[config.mk]
export PLATFORM = sky130hd
export DESIGN_NAME = nrs_ls_est_ctrl_flat
export DESIGN_NICKNAME = d
export VERILOG_FILES = /design/src/rtl/nrs_ls_est_ctrl_if.sv /design/src/rtl/nrs_ls_est_ctrl.sv /design/src/flat_wrapper.sv
export SDC_FILE = /design/constraint.sdc
export NUM_CORES = 1
export LEC_CHECK = 0
export ABC_CLOCK_PERIOD_IN_PS = 3200
export BUFFER_PORTS_ARGS = -buffer_cell sky130_fd_sc_hd__buf_4
export CORE_ASPECT_RATIO = 1.2
export CORE_MARGIN = 3
export CORE_UTILIZATION = 45
export CTS_CLUSTER_DIAMETER = 60
export DETAILED_ROUTE_END_ITERATION = 16
export GPL_ROUTABILITY_DRIVEN = 1
export PLACE_DENSITY = 0.69
export SLEW_MARGIN = 30
export SYNTH_ARGS = -nofsm -noshare
export SYNTH_HDL_FRONTEND = slang
export SYNTH_SLANG_ARGS = --single-unit
[constraint.sdc]
create_clock -name clk -period 3.2 [get_ports clk]
set_input_delay 0.64 -clock clk [delete_from_list [all_inputs] [get_ports clk]]
set_output_delay 0.64 -clock clk [all_outputs]
set_load 0.01 [all_outputs]
[src/rtl/nrs_ls_est_ctrl_if.sv]
// Bus between the NRS LS-estimate sequencer and its datapath neighbours:
// the complex multiplier store port and the estimate readout handshake
// towards the interpolator.
interface nrs_ls_est_ctrl_if;
  logic       mult_en;
  logic [1:0] mult_wr_addr;
  logic [1:0] mult_rd_addr;
  logic       nrs_r;
  logic       nrs_i;
  logic       est_valid;
  logic       est_ready;
  logic [1:0] est_idx;

  // Sequencer side
  modport master (
    output mult_en,
    output mult_wr_addr,
    output mult_rd_addr,
    output nrs_r,
    output nrs_i,
    output est_valid,
    output est_idx,
    input  est_ready
  );

  // Multiplier / interpolator side
  modport slave (
    input  mult_en,
    input  mult_wr_addr,
    input  mult_rd_addr,
    input  nrs_r,
    input  nrs_i,
    input  est_valid,
    input  est_idx,
    output est_ready
  );
endinterface

[src/rtl/nrs_ls_est_ctrl.sv]
// NRS least-squares channel-estimate sequencer for the NB-IoT receiver.
// Follows the resource-element stream of one slot, fires the multiplier
// store at the four NRS positions (two per NRS symbol) with the matching
// QPSK sign bits, then hands the four stored estimates to the interpolator
// over a valid/ready handshake.
module nrs_ls_est_ctrl #(
  parameter int N_SC  = 12,
  parameter int N_SYM = 7,
  parameter int SYM_A = 5,
  parameter int SYM_B = 6
) (
  input  logic                      clk,
  input  logic                      rst,
  input  logic                      start,
  input  logic [2:0]                v_shift,
  input  logic [7:0]                nrs_seq,
  input  logic                      re_valid,
  nrs_ls_est_ctrl_if.master         est,
  output logic                      slot_done,
  output logic                      err_overrun,
  output logic                      err_count
);

  localparam logic [3:0] SC_LAST  = 4'(N_SC - 1);
  localparam logic [2:0] SYM_LAST = 3'(N_SYM - 1);
  localparam logic [2:0] SYM_A_L  = 3'(SYM_A);
  localparam logic [2:0] SYM_B_L  = 3'(SYM_B);

  typedef enum logic [1:0] {IDLE, COLLECT, READOUT} state_t;

  state_t     state;
  state_t     state_nxt;

  logic [2:0] vs;
  logic [7:0] seq;
  logic [3:0] sc_cnt;
  logic [2:0] sym_cnt;
  logic [2:0] wr_cnt;
  logic [2:0] wr_cnt_inc;
  logic [1:0] rd_cnt;
  logic [1:0] rd_addr;

  logic [1:0] wr_addr_q;
  logic       nrs_r_q;
  logic       nrs_i_q;
  logic       slot_done_q;
  logic       err_overrun_q;
  logic       err_count_q;

  logic [2:0] sc_mod6;
  logic [2:0] vs_b;
  logic       match;
  logic       wr_fire;
  logic       slot_end;
  logic       accept;
  logic       start_ok;

  // NRS position detect: symbol A uses vs, symbol B the subcarriers shifted by 3
  always_comb begin
    sc_mod6 = (sc_cnt >= 4'd6) ? 3'(sc_cnt - 4'd6) : sc_cnt[2:0];
    vs_b    = (vs >= 3'd3) ? (vs - 3'd3) : (vs + 3'd3);
    match   = ((sym_cnt == SYM_A_L) && (sc_mod6 == vs)) ||
              ((sym_cnt == SYM_B_L) && (sc_mod6 == vs_b));
  end

  // Next-state and per-cycle strobes of the slot sequencer
  always_comb begin
    state_nxt = state;
    start_ok  = 1'b0;
    wr_fire   = 1'b0;
    slot_end  = 1'b0;
    accept    = 1'b0;
    rd_addr   = 2'd0;
    est.est_valid = 1'b0;
    unique case (state)
      IDLE: begin
        if (start) begin
          start_ok  = 1'b1;
          state_nxt = COLLECT;
        end
      end
      COLLECT: begin
        wr_fire = re_valid && match && (wr_cnt < 3'd4);
        if (re_valid && (sc_cnt == SC_LAST) && (sym_cnt == SYM_LAST)) begin
          slot_end  = 1'b1;
          state_nxt = READOUT;
        end
      end
      READOUT: begin
        est.est_valid = 1'b1;
        rd_addr       = rd_cnt;
        if (est.est_ready) begin
          accept = 1'b1;
          if (rd_cnt == 2'd3) state_nxt = IDLE;
        end
      end
      default: state_nxt = IDLE;
    endcase
  end

  assign wr_cnt_inc       = wr_cnt + {2'b00, wr_fire};
  assign est.mult_en      = wr_fire;
  assign est.mult_wr_addr = wr_fire ? wr_cnt[1:0] : wr_addr_q;
  assign est.nrs_r        = wr_fire ? seq[{wr_cnt[1:0], 1'b1}] : nrs_r_q;
  assign est.nrs_i        = wr_fire ? seq[{wr_cnt[1:0], 1'b0}] : nrs_i_q;
  assign est.mult_rd_addr = rd_addr;
  assign est.est_idx      = rd_addr;
  assign slot_done        = slot_done_q;
  assign err_overrun      = err_overrun_q;
  assign err_count        = err_count_q;

  // State register
  always_ff @(posedge clk or negedge rst) begin
    if (!rst) state <= IDLE;
    else      state <= state_nxt;
  end

  // Slot counters, latched slot configuration and write/read bookkeeping
  always_ff @(posedge clk or negedge rst) begin
    if (!rst) begin
      vs      <= 3'd0;
      seq     <= 8'd0;
      sc_cnt  <= 4'd0;
      sym_cnt <= 3'd0;
      wr_cnt  <= 3'd0;
      rd_cnt  <= 2'd0;
    end else begin
      if (start_ok) begin
        vs      <= (v_shift >= 3'd6) ? (v_shift - 3'd6) : v_shift;
        seq     <= nrs_seq;
        sc_cnt  <= 4'd0;
        sym_cnt <= 3'd0;
        wr_cnt  <= 3'd0;
      end
      if ((state == COLLECT) && re_valid) begin
        if (sc_cnt == SC_LAST) begin
          sc_cnt  <= 4'd0;
          sym_cnt <= sym_cnt + 3'd1;
        end else begin
          sc_cnt <= sc_cnt + 4'd1;
        end
      end
      if (wr_fire) wr_cnt <= wr_cnt_inc;
      if (slot_end) rd_cnt <= 2'd0;
      else if (accept) rd_cnt <= rd_cnt + 2'd1;
    end
  end

  // Held multiplier write fields and the one-cycle status pulses
  always_ff @(posedge clk or negedge rst) begin
    if (!rst) begin
      wr_addr_q     <= 2'd0;
      nrs_r_q       <= 1'b0;
      nrs_i_q       <= 1'b0;
      slot_done_q   <= 1'b0;
      err_overrun_q <= 1'b0;
      err_count_q   <= 1'b0;
    end else begin
      if (wr_fire) begin
        wr_addr_q <= wr_cnt[1:0];
        nrs_r_q   <= seq[{wr_cnt[1:0], 1'b1}];
        nrs_i_q   <= seq[{wr_cnt[1:0], 1'b0}];
      end
      slot_done_q   <= accept && (rd_cnt == 2'd3);
      err_overrun_q <= start && (state != IDLE);
      err_count_q   <= slot_end && (wr_cnt_inc != 3'd4);
    end
  end

endmodule

[src/flat_wrapper.sv]
// flat-port wrapper written by rule: the top's interface ports become plain ports
module nrs_ls_est_ctrl_flat 
#(
  parameter int N_SC  = 12,
  parameter int N_SYM = 7,
  parameter int SYM_A = 5,
  parameter int SYM_B = 6
)
  (clk, rst, start, v_shift, nrs_seq, re_valid, slot_done, err_overrun, err_count, est_mult_en, est_mult_wr_addr, est_mult_rd_addr, est_nrs_r, est_nrs_i, est_est_valid, est_est_idx, est_est_ready);
  nrs_ls_est_ctrl_if est_i ();
  input  logic clk;
  input  logic rst;
  input  logic start;
  input  logic [2:0] v_shift;
  input  logic [7:0] nrs_seq;
  input  logic re_valid;
  output logic slot_done;
  output logic err_overrun;
  output logic err_count;
  output wire logic [$bits(est_i.mult_en)-1:0] est_mult_en;
  output wire logic [$bits(est_i.mult_wr_addr)-1:0] est_mult_wr_addr;
  output wire logic [$bits(est_i.mult_rd_addr)-1:0] est_mult_rd_addr;
  output wire logic [$bits(est_i.nrs_r)-1:0] est_nrs_r;
  output wire logic [$bits(est_i.nrs_i)-1:0] est_nrs_i;
  output wire logic [$bits(est_i.est_valid)-1:0] est_est_valid;
  output wire logic [$bits(est_i.est_idx)-1:0] est_est_idx;
  input wire logic [$bits(est_i.est_ready)-1:0] est_est_ready;
  assign est_mult_en = est_i.mult_en;
  assign est_mult_wr_addr = est_i.mult_wr_addr;
  assign est_mult_rd_addr = est_i.mult_rd_addr;
  assign est_nrs_r = est_i.nrs_r;
  assign est_nrs_i = est_i.nrs_i;
  assign est_est_valid = est_i.est_valid;
  assign est_est_idx = est_i.est_idx;
  assign est_i.est_ready = est_est_ready;
  nrs_ls_est_ctrl #(.N_SC(N_SC), .N_SYM(N_SYM), .SYM_A(SYM_A), .SYM_B(SYM_B)) u_core (.clk(clk), .rst(rst), .start(start), .v_shift(v_shift), .nrs_seq(nrs_seq), .re_valid(re_valid), .est(est_i), .slot_done(slot_done), .err_overrun(err_overrun), .err_count(err_count));
endmodule
After elaboration in Yosys (flattened, before gate mapping):

Cells that the tools add are included.

* add/sub/neg operators: 8
* order comparisons: 6
* equal/unequal tests: 13
* mux-type cells: 34
* reduce and logical (&&, ||, !) cells: 17

Operator list (number)
* $mux 3: 8
* $mux 2: 8
* $mux 1: 12
* $mux 4: 3
* $logic_and 1x1->1: 10
* $lt 3x4->1 const B: 2
* $reduce_bool 2->1: 4
* $eq 3x3->1: 2
* $eq 3x3->1 const B: 2
* $pmux 2 s3: 1
* $sub 3x3->3 const B: 2
* $add 4x1->4 const B: 1
* $bmux 1 s2: 2
* $eq 2x2->1 const B: 2
* $eq 4x4->1 const B: 1
* $ge 4x3->1 const B: 1
* $ne 2x1->1 const B: 2
* $ne 2x2->1 const B: 2
* $reduce_and 4->1: 1
* $add 3x1->3: 1
* $add 3x1->3 const B: 1
* $add 3x2->3 const B: 1
* $ge 3x2->1 const B: 1
* $ge 3x3->1 const B: 1
* other kinds (7): 7

* register bits: 32
* input bits: 16
* output and inout port bits: 13
* word-level logic and storage cells: 91

Depth between registers and ports, before layout:

Gate-level depths: netlist of run 1.

* depth in word-level cells: 11
* depth in mapped cells: 11
* depth with buffers taken out: 11

Worst setup path after synthesis of run 1:

OpenSTA, ideal clock, no wires.

* kind: flip-flop to output port
* start: reg u_core.vs[0]
* end: out est_mult_wr_addr[0]
* arrival: 2663 ps
* required time: 2560 ps
* path slack: -103 ps
* stages on the path, launching flop included: 9
* buffers on the path: 0
* cell sequence: dfrtp_1 > ha_1 > ha_1 > a211oi_1 > mux2i_1 > xnor2_1 > or4_4 > a21boi_4 > mux2_2

* longest elaborated chain between the ends: 9
* elaborated cells between the ends (all ways): 13
* those cells by class: add/sub (2); order compare (1); eq/ne (2); mux (3); reduce/logical (5)

Ends and longest elaborated chain
* start, declared: RTL line nrs_ls_est_ctrl.sv:34 `logic [2:0] vs;`
* start signal, assigned: RTL line nrs_ls_est_ctrl.sv:129 `vs <= (v_shift >= 3'd6) ? (v_shift - 3'd6) : v_shift;`
* $add 3x2->3, or another cell as far along: RTL line nrs_ls_est_ctrl.sv:61 `vs_b = (vs >= 3'd3) ? (vs - 3'd3) : (vs + 3'd3);`
* $mux 3: RTL line nrs_ls_est_ctrl.sv:61
* $eq 3x3->1: RTL line nrs_ls_est_ctrl.sv:63 `((sym_cnt == SYM_B_L) && (sc_mod6 == vs_b));`
* $logic_and 1x1->1: RTL line nrs_ls_est_ctrl.sv:63
* $logic_or 1x1->1 (*): RTL line nrs_ls_est_ctrl.sv:62 `match = ((sym_cnt == SYM_A_L) && (sc_mod6 == vs)) ||`
* $logic_and 1x1->1 (*) (2 in series): RTL line nrs_ls_est_ctrl.sv:83 `wr_fire = re_valid && match && (wr_cnt < 3'd4);`
* $mux 1 (*): RTL line nrs_ls_est_ctrl.sv:75 `unique case (state)`
* via est_mult_en: RTL line flat_wrapper.sv:20 `output wire logic [$bits(est_i.mult_en)-1:0] est_mult_en;`
* $mux 2 (*)
* end, declared: RTL line flat_wrapper.sv:21 `output wire logic [$bits(est_i.mult_wr_addr)-1:0] est_mult_wr_addr;`

The timed path passes the listed nets; every way through them passes the cells marked *.

Worst setup path in the final report of run 1:

* start: reg u_core.vs[1]
* end: out est_nrs_i

* longest elaborated chain between the ends: 9
* elaborated cells between the ends (all ways): 13
* those cells by class: add/sub (2); order compare (1); eq/ne (2); mux (3); reduce/logical (5)

Ends and longest elaborated chain
* $add 3x2->3, or another cell as far along: RTL line nrs_ls_est_ctrl.sv:61
* $mux 3: RTL line nrs_ls_est_ctrl.sv:61
* $eq 3x3->1: RTL line nrs_ls_est_ctrl.sv:63
* $logic_and 1x1->1: RTL line nrs_ls_est_ctrl.sv:63
* $logic_or 1x1->1 (*): RTL line nrs_ls_est_ctrl.sv:62
* $logic_and 1x1->1 (*) (2 in series): RTL line nrs_ls_est_ctrl.sv:83
* $mux 1 (*): RTL line nrs_ls_est_ctrl.sv:75
* $mux 1 (*)
* end, declared: RTL line flat_wrapper.sv:24 `output wire logic [$bits(est_i.nrs_i)-1:0] est_nrs_i;`

Mark *: on every way between the ends. The rest lies on a longest branch, timed or not.

==> results of run 1 <==
## area by class of cell
class                      count  share of cell area [%]
tap                           52                    2.86
clock inverter                 3                    1.87
clock buffer                   5                    3.03
sequential                    32                    35.2
inverter                      12                    1.98
timing repair buffer          41                    14.4
multi-input combinational    107                    40.7
## worst max-delay path: stages (launching register included)
cell,delay (ps)
sky130_fd_sc_hd__dfrtp_1,390
sky130_fd_sc_hd__ha_2,210
sky130_fd_sc_hd__ha_4,160
sky130_fd_sc_hd__a211oi_4,180
sky130_fd_sc_hd__mux2i_1,260
sky130_fd_sc_hd__xnor2_1,90
sky130_fd_sc_hd__or4_4,540
sky130_fd_sc_hd__a21boi_4,280
sky130_fd_sc_hd__mux2_4,350
sky130_fd_sc_hd__buf_6,120
## worst max path at each step
stage / start / end
floorplan: u_core.vs[0] / est_mult_wr_addr[0]
global placement: u_core.vs[0] / est_nrs_i
detailed placement: u_core.vs[0] / est_mult_wr_addr[0]
CTS: u_core.vs[0] / est_mult_wr_addr[0]
global route: u_core.vs[1] / est_mult_wr_addr[1]
finish: u_core.vs[1] / est_nrs_i
## timing repair
action / in CTS / in global routing
setup endpoints to repair: 5 / 8
buffers inserted: 1 / 3
pin swaps: 6 / 4
gates resized for setup: 14 / 2
## cells by family after synthesis
| group | count (synthesis) |
|---|---|
| compound gates | 25 |
| flops | 32 |
| xor+xnor | 8 |
| fa+ha+maj | 13 |
| mux | 17 |
| buf+inv | 17 |
| simple gates | 44 |
## metal layers
metal	share of wire, %	up-vias	wire (um)
met2	52	23	1840
met5	0	-	0
met1	42	653	1510
li1	-	624	-
met3	4.1	5	146
met4	1.9	0	68
## power by group
group / switching (W) / total [W] / leakage (nW) / internal (W)
Clock: 0.000162 / 0.000392 / 0.0541 / 0.000230
Combinational: 0.000215 / 0.000471 / 0.633 / 0.000256
Sequential: 0.0000492 / 0.000525 / 0.415 / 0.000475
Total: 0.000426 / 0.00139 / 1.10 / 0.000962
## stage by stage
stage	instance area (um2)	util, %	setup slack (ps)	std cells	power [W]
6_report	2270	62.1	-322	252	0.00139
5_1_grt	2270	62.1	-455	252	0.00149
4_1_cts	2250	61.3	-403	249	0.00139
3_5_place_dp	2060	56.3	-139	240	0.000959
3_3_place_gp	2060	56.3	-29.5	240	0.000927
2_1_floorplan	1750	-	-15.2	156	0.000825
## cells in the final DEF (no fill, tap or decap), types with 3 or more instances in the layout
| master | n |
|---|---|
| sky130_fd_sc_hd__mux2_2 | 9 |
| sky130_fd_sc_hd__buf_6 | 5 |
| sky130_fd_sc_hd__nand3_1 | 6 |
| sky130_fd_sc_hd__mux2_4 | 4 |
| sky130_fd_sc_hd__o21ai_0 | 9 |
| sky130_fd_sc_hd__nor2_1 | 5 |
| sky130_fd_sc_hd__dfrtp_1 | 32 |
| sky130_fd_sc_hd__clkbuf_8 | 5 |
| sky130_fd_sc_hd__inv_1 | 12 |
| sky130_fd_sc_hd__buf_4 | 36 |
| sky130_fd_sc_hd__xnor2_1 | 5 |
| sky130_fd_sc_hd__ha_1 | 10 |
| sky130_fd_sc_hd__nand2_1 | 14 |
| sky130_fd_sc_hd__and3b_1 | 3 |
## flip-flops by register name, indices dropped and copies added, names as in the netlist, 2 cells and up
signal	flops
u_core.rd_cnt	2
u_core.sc_cnt	4
u_core.seq	8
u_core.state	2
u_core.sym_cnt	3
u_core.vs	3
u_core.wr_addr_q	2
u_core.wr_cnt	3
==> implementation parameters, run 1 <==
Parameter                              Value

Status
  Run status ... finished with violations
  Failing checks ... setup timing

Critical path
  Setup crit end kind ... output pin
  Setup slack of the worst register-to-register path ... -10 ps
  Critical Path RT ... 2560 ps
  Category of the critical setup timing path ... register to output pin
  Biggest fanout along the worst timing path ... 5
  Worst reg2reg path startpoint ... u_core.vs[1]
  Worst reg2reg endpoint ... u_core.err_count
  R2R depth ... 14
  Critical Path Source Type ... register
  CP Data Arrival Time ... 2880 ps

Yosys
  Proportion of netlist area held by the largest area contributor ... 46.0%
  XOR/XNOR share of the synthesized area ... 4.03%
  Syn Nets ... 185
  Library cell with the largest summed area after synthesis ... sky130_fd_sc_hd__dfrtp_1
  Commonest cells in the synthesized netlist ... sky130_fd_sc_hd__dfrtp_1 (32), sky130_fd_sc_hd__nand2_1 (14), sky130_fd_sc_hd__ha_1 (13)
  Most common flop cell mapped by yosys ... sky130_fd_sc_hd__dfrtp_1
  Share of synthesized cell area in full adder, half adder and majority cells ... 9.35%
  Unique masters post-synth ... 39
  Instance count of the mapped netlist ... 156
  Combinational family with the most area after synthesis ... simple AND/OR/NAND/NOR gates
  Most frequently used cell type in the post-synthesis netlist ... sky130_fd_sc_hd__dfrtp_1
  Mapped cell area ... 1740 um2
  Syn avg cell area ... 11.2 um2
  Biggest area contributors in the synthesized netlist ... sky130_fd_sc_hd__dfrtp_1 (46%), sky130_fd_sc_hd__ha_1 (9.3%), sky130_fd_sc_hd__mux2_2 (7.8%)
  Synth Area in Compound Gates ... 10.8%
  Share of cell area taken by muxes after synthesis ... 12.1%
  Proportion of synthesized chip area in sequential cells ... 46.0%
  Seq cells post-synth ... 32
  Async set or reset register ratio after synthesis ... 100%
  Yosys Warn Count ... 0
  Simple logic cell fraction of the synthesized area ... 13.6%
  Count of flip-flops with a built-in enable after synthesis ... 0

CTS
  Post-cts hold buffer count ... 0
  Total CTS buffers ... 5
  H-tree levels ... 2
  Clock insertion delay at the later pin of the skew report ... 290 ps
  Clock Sink Count ... 32
  Maximum root-to-sink buffer count ... 2
  Root Buffer Master ... sky130_fd_sc_hd__clkbuf_8
  Clock tree from TritonCTS ... done
  Worst-path clk slew ... 70 ps

STA
  Setup WS post-layout ... -322 ps
  Minimum clock period after layout ... 3520 ps
  Max-slew headroom ... 68.4%
  Worst-Margin Slew ... 473 ps
  Hold violation total from the final report ... 0
  Maximum clock skew at final layout ... 6.23 ps
  Setup repair after global routing missed its margin ... yes
  Fmax ... 0.284 GHz
  Final Cycle Share ... 110%
  Max Transition Viols Final ... 0
  Endpoints failing setup ... 6
  Post-route setup TNS ... -1580 ps
  Min Hold Slack ... 276 ps

Finish
  FF/Latch Area ... 801 um2
  Area added between synthesis and finish ... 30.7%
  Fill cells ... 314
  Footprint of the multi-input gates ... 926 um2
  Fraction of layout instances using a drive strength above 1 ... 37.5%
  Number of antenna diodes ... 0
  NumNets Final ... 228

Global routing
  Grt total ovfl ... 0
  Global-route layer with the greatest usage ... met2
  Largest net degree at the start of global routing ... 33
  Number of global-route vias before repair ... 1360
  First-pass GRT wire length ... 6120 um
  Initial antenna violation count ... 0
  Total global routing track utilization ... 17.0%
  Met2 track demand over resource in global routing ... 29.9%
  Met1 track utilization from global routing ... 20.3%
  Fraction of met3 tracks used by global routing ... 4.38%

Detailed routing
  Final routed wire length divided by cell count ... 14.1 um
  Initial drt markers ... 85
  Number of nets with antenna violations after routing ... 0
  Post-detailed-routing wire length ... 3560 um
  # DRC ... 0
  Via count normalized by instance count ... 5.18
  Drt pass-1 iters ... 4
  Total number of vias ... 1305

Floorplan
  Area enclosed by the die boundary ... 4650 um2
  Effective utilization at floorplan ... 47.5%
  Number of cell rows ... 24
  Core Box Area ... 3660 um2
  Floorplan die width ... 62.8 um
  I/O pins ... 29
  Die outline height ... 74.1 um

Flow run
  Number of max-cap violations ... 0

Power
  Standby leakage power ... 1.10 nW
  Pwr/cell area ... 610 nW/um2
  Max VDD drop ... 467 uV

Placement
  Number of buffers added on ports ... 28
  HPWL reported at the end of detailed placement ... 2540 um
  RePlAce Congestion ... 0.796

Hold path
  Worst hold path type ... primary input to async pin
Power figures use the tool's default switching activity.
==> inputs of run 2 (changes only) <==
--- a/config.mk
+++ b/config.mk
@@ -6,7 +6,7 @@
 export NUM_CORES = 1
 export LEC_CHECK = 0
 export ABC_CLOCK_PERIOD_IN_PS = 3200
-export BUFFER_PORTS_ARGS = -buffer_cell sky130_fd_sc_hd__buf_4
+export BUFFER_PORTS_ARGS = -buffer_cell sky130_fd_sc_hd__buf_2
 export CORE_ASPECT_RATIO = 1.2
 export CORE_MARGIN = 3
 export CORE_UTILIZATION = 45
==> run 2 against run 1 <==
  * The flow still finishes with violations (setup timing)
  * Final cell count down 0.40%
  * Die area unchanged
  * Clock power rose by 7.9%
  * Sequential power is 1% higher
  * Setup slack improved by 5.1 ps
  * Fmax grew 0.15%
  * Sequential share of layout area increased by 0.37 points
  * Combinational power fell by 6.4%
  * Critical endpoint unchanged
==> implementation parameters, run 2 (synthesis gave the netlist of run 1 again) <==
Parameter                              Value

Power
  Standby leakage power ... 1.09 nW (was 1.10 nW)
  Post-layout total power ... 0.00139 W (about the same)
  Pwr/cell area ... 619 nW/um2 (was 610 nW/um2)
  Clock share of power ... 30.3% (was 28.2%)
  Net switching fraction of the power ... 29.3% (was 30.7%)
  Reported net switching power ... 0.000409 W (was 0.000426 W)
  Internal Pwr Total ... 0.000985 W (was 0.000962 W)
  Max VDD drop ... 454 uV (was 467 uV)
  Share of total power in combinational logic ... 31.6% (was 34.0%)
  Sequential group share of total power ... 38.1% (was 37.8%)

Placement
  RePlAce Congestion ... 0.793 (was 0.796)
  Post-detailed-placement cell area ... 1990 um2 (was 2060 um2)
  Number of buffers added on ports ... 28 (unchanged)
  HPWL reported at the end of detailed placement ... 2640 um (was 2540 um)
  Number of instances in the placed design ... 240 (unchanged)

Global routing
  Number of global-route vias before repair ... 1365 (was 1360)
  Initial antenna violation count ... 0 (unchanged)
  Largest net degree at the start of global routing ... 33 (unchanged)
  Grt total ovfl ... 0 (unchanged)
  First-pass GRT wire length ... 5890 um (was 6120 um)
  Total global routing track utilization ... 16.4% (was 17.0%)

CTS
  Clock tree from TritonCTS ... done (unchanged)
  Total CTS buffers ... 5 (unchanged)
  Clock insertion delay at the later pin of the skew report ... 290 ps (about the same)
  Worst-path clk slew ... 70 ps (about the same)
  Maximum root-to-sink buffer count ... 2 (unchanged)
  Clock Sink Count ... 32 (unchanged)
  Root Buffer Master ... sky130_fd_sc_hd__clkbuf_8 (unchanged)
  H-tree levels ... 2 (unchanged)

Status
  Run status ... finished with violations (unchanged)
  Failing checks ... setup timing (unchanged)

STA
  Hold violation total from the final report ... 0 (unchanged)
  Final Cycle Share ... 110% (about the same)
  Max-slew headroom ... 51.5% (was 68.4%)
  Worst-Margin Slew ... 727 ps (was 473 ps)
  Setup repair after global routing missed its margin ... yes (unchanged)
  Maximum clock skew at final layout ... 2.71 ps (was 6.23 ps)
  Endpoints failing setup ... 5 (was 6)
  Minimum clock period after layout ... 3520 ps (about the same)
  Max Transition Viols Final ... 0 (unchanged)
  Setup WS post-layout ... -317 ps (was -322 ps)
  Fmax ... 0.284 GHz (about the same)
  Post-route setup TNS ... -1430 ps (was -1580 ps)

Critical path
  Setup crit end kind ... output pin (unchanged)
  Critical-path top delay cell ... sky130_fd_sc_hd__or4_4 (unchanged)
  CP Data Arrival Time ... 2880 ps (about the same)
  Crit path largest cell delay ... 560 ps (was 540 ps)
  Category of the critical setup timing path ... register to output pin (unchanged)
  Critical Path Source Type ... register (unchanged)
  Biggest fanout along the worst timing path ... 5 (unchanged)
  Ordered cell list for the critical path ... ha_2 > ha_4 > a211oi_4 > mux2i_1 > xnor2_1 > or4_4 > a21boi_4 > mux2_4 > buf_6 (unchanged)
  Critical Path RT ... 2560 ps (about the same)
  Setup slack of the worst register-to-register path ... 90 ps (was -10 ps)

Finish
  Largest regs ... u_core.seq x8, u_core.sc_cnt x4 (unchanged)
  Area added between synthesis and finish ... 29.3% (was 30.7%)
  Register ranked first by flip-flop count ... u_core.seq (unchanged)
  Footprint of the multi-input gates ... 941 um2 (was 926 um2)
  Leading cell type in the layout, fill and taps excluded ... sky130_fd_sc_hd__dfrtp_1 (was sky130_fd_sc_hd__buf_4)
  Fin util ... 61.4% (was 62.1%)
  Flip-flop count of the largest register after layout ... 8 (unchanged)
  Fill cells ... 297 (was 314)
  Commonest cells after routing, fill and taps aside ... sky130_fd_sc_hd__dfrtp_1 (32), sky130_fd_sc_hd__buf_2 (23), sky130_fd_sc_hd__nand2_1 (14) (was sky130_fd_sc_hd__buf_4 (36), sky130_fd_sc_hd__dfrtp_1 (32), sky130_fd_sc_hd__nand2_1 (14))
  Final Cell Area ... 2250 um2 (was 2270 um2)
  Non-filler cells, final ... 251 (was 252)
  NumNets Final ... 227 (was 228)
  FF/Latch Area ... 801 um2 (unchanged)
  Fraction of layout instances using a drive strength above 1 ... 37.2% (was 37.5%)
  Number of antenna diodes ... 0 (unchanged)

Detailed routing
  Via count normalized by instance count ... 5.20 (was 5.18)
  Post-detailed-routing wire length ... 3530 um (was 3560 um)
  Drt pass-1 iters ... 4 (unchanged)
  Number of nets with antenna violations after routing ... 0 (unchanged)
  Initial drt markers ... 73 (was 85)
  Final routed wire length divided by cell count ... 14.1 um (about the same)
  # DRC ... 0 (unchanged)
  Total number of vias ... 1305 (unchanged)

Floorplan
  Core Box Area ... 3660 um2 (unchanged)
  Effective utilization at floorplan ... 47.5% (unchanged)
  Area enclosed by the die boundary ... 4650 um2 (unchanged)
  Floorplan die width ... 62.8 um (unchanged)
  Number of cell rows ... 24 (unchanged)
  I/O pins ... 29 (unchanged)
  Die outline height ... 74.1 um (unchanged)

Hold path
  Worst hold path type ... primary input to async pin (unchanged)

Flow run
  Number of max-cap violations ... 0 (unchanged)
-- run 2: cell types whose count changed in the layout (fill, tap and decap cells not counted), sizes merged --
cell,before,now
buf,41,40
clkbuf,5,7
clkinvlp,1,0
clkinv,1,0
-- run 2: stage by stage --
stage / hold WS, ps / setup slack, ps
final: 408 / -317
after global routing: 462 / -420
after CTS: 430 / -375
after detailed placement: 482 / -104
after global placement: 478 / -14.5
after floorplan: 344 / -15.2
-- run 2: routing by layer --
| metal | vias to the layer above | track usage (%) | routed length (um) |
|---|---|---|---|
| li1 | 625 | - | - |
| met1 | 649 | 16.8 | 1420 |
| met2 | 24 | 31.4 | 1910 |
| met3 | 7 | 4.83 | 149 |
| met4 | 0 | 6.86 | 60 |
| met5 | - | 0 | 0 |
-- run 2: worst max-delay path: cells and delay by family (launching register included) --
| kind | cells | cell delay, ps |
|---|---|---|
| DFF | 1 | 390 |
| xor gates and xnor gates | 1 | 90 |
| and+or+nand+nor | 1 | 560 |
| AOI/OAI and AO/OA | 2 | 470 |
| adders and majority gates | 2 | 360 |
| buffers and inverters | 1 | 120 |
| muxes | 2 | 590 |
-- run 2: final timing paths --
check	startpoint	to	cells after the start
max	u_core.vs[1]	est_nrs_i	9
max in group asynchronous	rst	u_core.vs[2]	1
min in group clk	u_core.seq[5]	u_core.seq[5]	1
max reg2reg	u_core.vs[1]	u_core.err_count	13
min reg2reg	u_core.seq[5]	u_core.seq[5]	1
min	rst	u_core.sc_cnt[2]	1
-- run 2: cell type report --
type / instances / share of cell area (%)
Multi-Input combinational cell: 107 / 41.8
Sequential cell: 32 / 35.6
Timing Repair Buffer: 40 / 12.1
Clock buffer: 7 / 4.28
Tap cell: 52 / 2.89
Inverter: 12 / 2.00
Clock inverter: 1 / 1.33
-- run 2: power groups by stage --
stage	registers (W)	clock network (W)	logic, W
after floorplan	0.000537	0	0.000288
after global placement	0.000529	0	0.000394
after detailed placement	0.000538	0	0.000417
after CTS	0.000530	0.000432	0.000444
after global routing	0.000539	0.000446	0.000487
final	0.000530	0.000423	0.000441
-- run 2: timing repair --
action                                  4_1_cts  5_1_grt
buffers inserted                              3        1
resized for setup                            14        9
endpoints found under the setup margin        5        9
pin swaps                                     6        3
hold buffers                                  0        0
==> inputs of run 3 (changes only) <==
--- a/config.mk
+++ b/config.mk
@@ -5,6 +5,7 @@
 export SDC_FILE = /design/constraint.sdc
 export NUM_CORES = 1
 export LEC_CHECK = 0
+export ABC_AREA = 1
 export ABC_CLOCK_PERIOD_IN_PS = 3200
 export BUFFER_PORTS_ARGS = -buffer_cell sky130_fd_sc_hd__buf_2
 export CORE_ASPECT_RATIO = 1.2
@@ -13,7 +14,7 @@
 export CTS_CLUSTER_DIAMETER = 60
 export DETAILED_ROUTE_END_ITERATION = 16
 export GPL_ROUTABILITY_DRIVEN = 1
-export PLACE_DENSITY = 0.69
+export PLACE_DENSITY = 0.76
 export SLEW_MARGIN = 30
 export SYNTH_ARGS = -nofsm -noshare
 export SYNTH_HDL_FRONTEND = slang
==> run 3 against run 2 <==
  * The run now ends clean
  * Final cell count up 22%
  * Worst hold slack worse by 10 ps
  * Critical path type unchanged
  * Power down 15%
  * Critical endpoint is now est_mult_wr_addr[1]
==> implementation parameters, run 3 <==
Parameter                              Value

Power
  Clock share of power ... 23.9% (was 30.3%)
  Pwr/cell area ... 589 nW/um2 (was 619 nW/um2)
  Share of total power in combinational logic ... 29.4% (was 31.6%)
  Sequential group share of total power ... 46.6% (was 38.1%)
  Net switching fraction of the power ... 35.1% (was 29.3%)
  Post-layout total power ... 0.00119 W (was 0.00139 W)
  Max VDD drop ... 321 uV (was 454 uV)
  Internal Pwr Total ... 0.000769 W (was 0.000985 W)
  Reported net switching power ... 0.000416 W (was 0.000409 W)
  Standby leakage power ... 1.14 nW (was 1.09 nW)

Detailed routing
  Via count normalized by instance count ... 4.69 (was 5.20)
  Initial drt markers ... 76 (was 73)
  Total number of vias ... 1429 (was 1305)
  Final routed wire length divided by cell count ... 10.6 um (was 14.1 um)
  # DRC ... 0 (unchanged)
  Number of nets with antenna violations after routing ... 0 (unchanged)
  Drt pass-1 iters ... 4 (unchanged)
  Post-detailed-routing wire length ... 3230 um (was 3530 um)

STA
  Fmax ... 0.352 GHz (was 0.284 GHz)
  Max-slew headroom ... 54.1% (was 51.5%)
  Endpoints failing setup ... 0 (was 5)
  Setup repair after global routing missed its margin ... no (was yes)
  Worst-Margin Slew ... 689 ps (was 727 ps)
  Minimum clock period after layout ... 2840 ps (was 3520 ps)
  Max Transition Viols Final ... 0 (unchanged)
  Hold violation total from the final report ... 0 (unchanged)
  Maximum clock skew at final layout ... 3.38 ps (was 2.71 ps)
  Post-route setup TNS ... 0 ps (was -1430 ps)
  Final Cycle Share ... 88.8% (was 110%)

Yosys
  Syn Nets ... 250 (was 185)
  Proportion of netlist area held by the largest area contributor ... 45.8% (was 46.0%)
  Yosys Warn Count ... 0 (unchanged)
  Mapped cell area ... 1750 um2 (was 1740 um2)
  Unique masters post-synth ... 23 (was 39)
  Most common flop cell mapped by yosys ... sky130_fd_sc_hd__dfrtp_1 (unchanged)
  Proportion of synthesized chip area in sequential cells ... 45.8% (was 46.0%)
  Instance count of the mapped netlist ... 221 (was 156)
  Library cell with the largest summed area after synthesis ... sky130_fd_sc_hd__dfrtp_1 (unchanged)
  Async set or reset register ratio after synthesis ... 100% (unchanged)
  Most frequently used cell type in the post-synthesis netlist ... sky130_fd_sc_hd__nand2_1 (was sky130_fd_sc_hd__dfrtp_1)
  Count of flip-flops with a built-in enable after synthesis ... 0 (unchanged)
  Seq cells post-synth ... 32 (unchanged)
  Biggest area contributors in the synthesized netlist ... sky130_fd_sc_hd__dfrtp_1 (46%), sky130_fd_sc_hd__nand2_1 (16%), sky130_fd_sc_hd__ha_1 (9.3%) (was sky130_fd_sc_hd__dfrtp_1 (46%), sky130_fd_sc_hd__ha_1 (9.3%), sky130_fd_sc_hd__mux2_2 (7.8%))
  Syn avg cell area ... 7.90 um2 (was 11.2 um2)
  Commonest cells in the synthesized netlist ... sky130_fd_sc_hd__nand2_1 (74), sky130_fd_sc_hd__dfrtp_1 (32), sky130_fd_sc_hd__inv_1 (24) (was sky130_fd_sc_hd__dfrtp_1 (32), sky130_fd_sc_hd__nand2_1 (14), sky130_fd_sc_hd__ha_1 (13))

Global routing
  Grt total ovfl ... 0 (unchanged)
  Number of global-route vias before repair ... 1361 (was 1365)
  Total global routing track utilization ... 15.8% (was 16.4%)
  Largest net degree at the start of global routing ... 33 (unchanged)
  Initial antenna violation count ... 0 (unchanged)
  First-pass GRT wire length ... 5800 um (was 5890 um)

CTS
  Clock Sink Count ... 32 (unchanged)
  Clock insertion delay at the later pin of the skew report ... 280 ps (was 290 ps)
  Worst-path clk slew ... 60 ps (was 70 ps)
  Clock tree from TritonCTS ... done (unchanged)
  H-tree levels ... 2 (unchanged)
  Post-CTS resize count ... 0 (was 14)
  Root Buffer Master ... sky130_fd_sc_hd__clkbuf_8 (unchanged)
  Maximum root-to-sink buffer count ... 2 (unchanged)
  Total CTS buffers ... 5 (unchanged)
  # Post-CTS Setup Buffers ... 0 (was 3)
  Post-cts hold buffer count ... 0 (unchanged)

Placement
  Number of buffers added on ports ... 28 (unchanged)
  HPWL reported at the end of detailed placement ... 2430 um (was 2640 um)
  RePlAce Congestion ... 0.825 (was 0.793)
  Number of instances in the placed design ... 298 (was 240)

Finish
  Flip-flop count of the largest register after layout ... 8 (unchanged)
  NumNets Final ... 282 (was 227)
  Non-filler cells, final ... 305 (was 251)
  Number of antenna diodes ... 0 (unchanged)
  Fin util ... 54.5% (was 61.4%)
  Fraction of layout instances using a drive strength above 1 ... 19.4% (was 37.2%)
  Largest regs ... u_core.seq x8, u_core.sc_cnt x4 (unchanged)
  Commonest cells after routing, fill and taps aside ... sky130_fd_sc_hd__nand2_1 (74), sky130_fd_sc_hd__dfrtp_1 (32), sky130_fd_sc_hd__buf_2 (28) (was sky130_fd_sc_hd__dfrtp_1 (32), sky130_fd_sc_hd__buf_2 (23), sky130_fd_sc_hd__nand2_1 (14))
  Area added between synthesis and finish ... 15.3% (was 29.3%)
  Leading cell type in the layout, fill and taps excluded ... sky130_fd_sc_hd__nand2_1 (was sky130_fd_sc_hd__dfrtp_1)
  Register ranked first by flip-flop count ... u_core.seq (unchanged)

Critical path
  CP Data Arrival Time ... 2200 ps (was 2880 ps)
  Ordered cell list for the critical path ... ha_1 > ha_1 > nor2_2 > nand2_1 > nand2_1 > nand2_1 > a21oi_1 > nand3_1 > nand2_2 > nand2_4 > o21ai_1 > buf_2 (was ha_2 > ha_4 > a211oi_4 > mux2i_1 > xnor2_1 > or4_4 > a21boi_4 > mux2_4 > buf_6)
  Biggest fanout along the worst timing path ... 10 (was 5)
  Critical-path top delay cell ... sky130_fd_sc_hd__dfrtp_1 (was sky130_fd_sc_hd__or4_4)
  Critical Path Source Type ... register (unchanged)
  Setup crit end kind ... output pin (unchanged)
  Cell repeated most along the worst path ... sky130_fd_sc_hd__nand2_1
  Critical Path RT ... 2560 ps (about the same)
  Crit path largest cell delay ... 420 ps (was 560 ps)
  Category of the critical setup timing path ... register to output pin (unchanged)

Floorplan
  Effective utilization at floorplan ... 47.3% (was 47.5%)
  Core Box Area ... 3690 um2 (was 3660 um2)
  Area enclosed by the die boundary ... 4670 um2 (was 4650 um2)
  Floorplan die width ... 62.9 um (was 62.8 um)
  Number of cell rows ... 24 (unchanged)
  Die outline height ... 74.3 um (was 74.1 um)
  I/O pins ... 29 (unchanged)

Status
  Run status ... completed (was finished with violations)

Hold path
  Worst hold path type ... primary input to async pin (unchanged)

Flow run
  Number of max-cap violations ... 0 (unchanged)
==> run 3: logic make-up after synthesis <==
group | synth area share [%]
buf+inv | 7.52
compound gates | 7.16
flops | 45.8
simple gates | 27.7
xor+xnor | 2.51
fa+ha+maj | 9.31
==> run 3: critical path: cells and delay by family (launching register included) <==
family	cells	cell delay [ps]
AND/OR/NAND/NOR	7	610
buffers and inverters	1	160
adder cells (fa/ha/maj)	2	400
flip-flops	1	420
AO/OA/AOI/OAI	2	330
==> run 3: path summary, 6_finish.rpt <==
check,cells past startpoint,slack [ps],end,from
worst max register to register,16,840,u_core.err_count,u_core.vs[0]
worst max-delay path,12,360,est_mult_wr_addr[1],u_core.vs[0]
worst min-delay path,1,400,u_core.nrs_i_q,rst
worst min register to register,2,480,u_core.nrs_r_q,u_core.nrs_r_q
max in group asynchronous,1,2360,u_core.vs[2],rst
min in group clk,2,480,u_core.nrs_r_q,u_core.nrs_r_q
==> run 3: stage by stage <==
| stage | hold slack, ps | setup slack, ps | instance area (um2) |
|---|---|---|---|
| 6_report | 397 | 359 | 2010 |
| 4_1_cts | 427 | 351 | 2010 |
| 3_5_place_dp | 462 | 668 | 1940 |
| 2_1_floorplan | 344 | 891 | 1750 |
| 3_3_place_gp | 461 | 762 | 1940 |
| 5_1_grt | 453 | 147 | 2010 |
==> run 3: area by class of cell <==
cell class,count,area [um2]
flip-flops and latches,32,801
repair buffers,29,148
multi-input cells,157,815
clock buffers,6,72.6
clock inverters,1,5.00
fillers,361,1680
inverters,28,108
well taps,52,65.1
==> run 3: power groups by stage <==
stage,combinational (W),clock (W),sequential (W)
after floorplan,0.000280,0,0.000542
after global placement,0.000343,0,0.000556
after detailed placement,0.000351,0,0.000560
after CTS,0.000353,0.000292,0.000553
after global routing,0.000416,0.000311,0.000564
final,0.000349,0.000283,0.000553
==> run 3: routing by layer <==
metal	up-vias	track usage (%)	wire length (um)	part of all wire, %
li1	750	-	-	-
met1	640	18.6	1480	46
met2	31	27.2	1540	48
met3	8	4.53	155	4.8
met4	0	6.62	56	1.7
met5	-	0	0	0
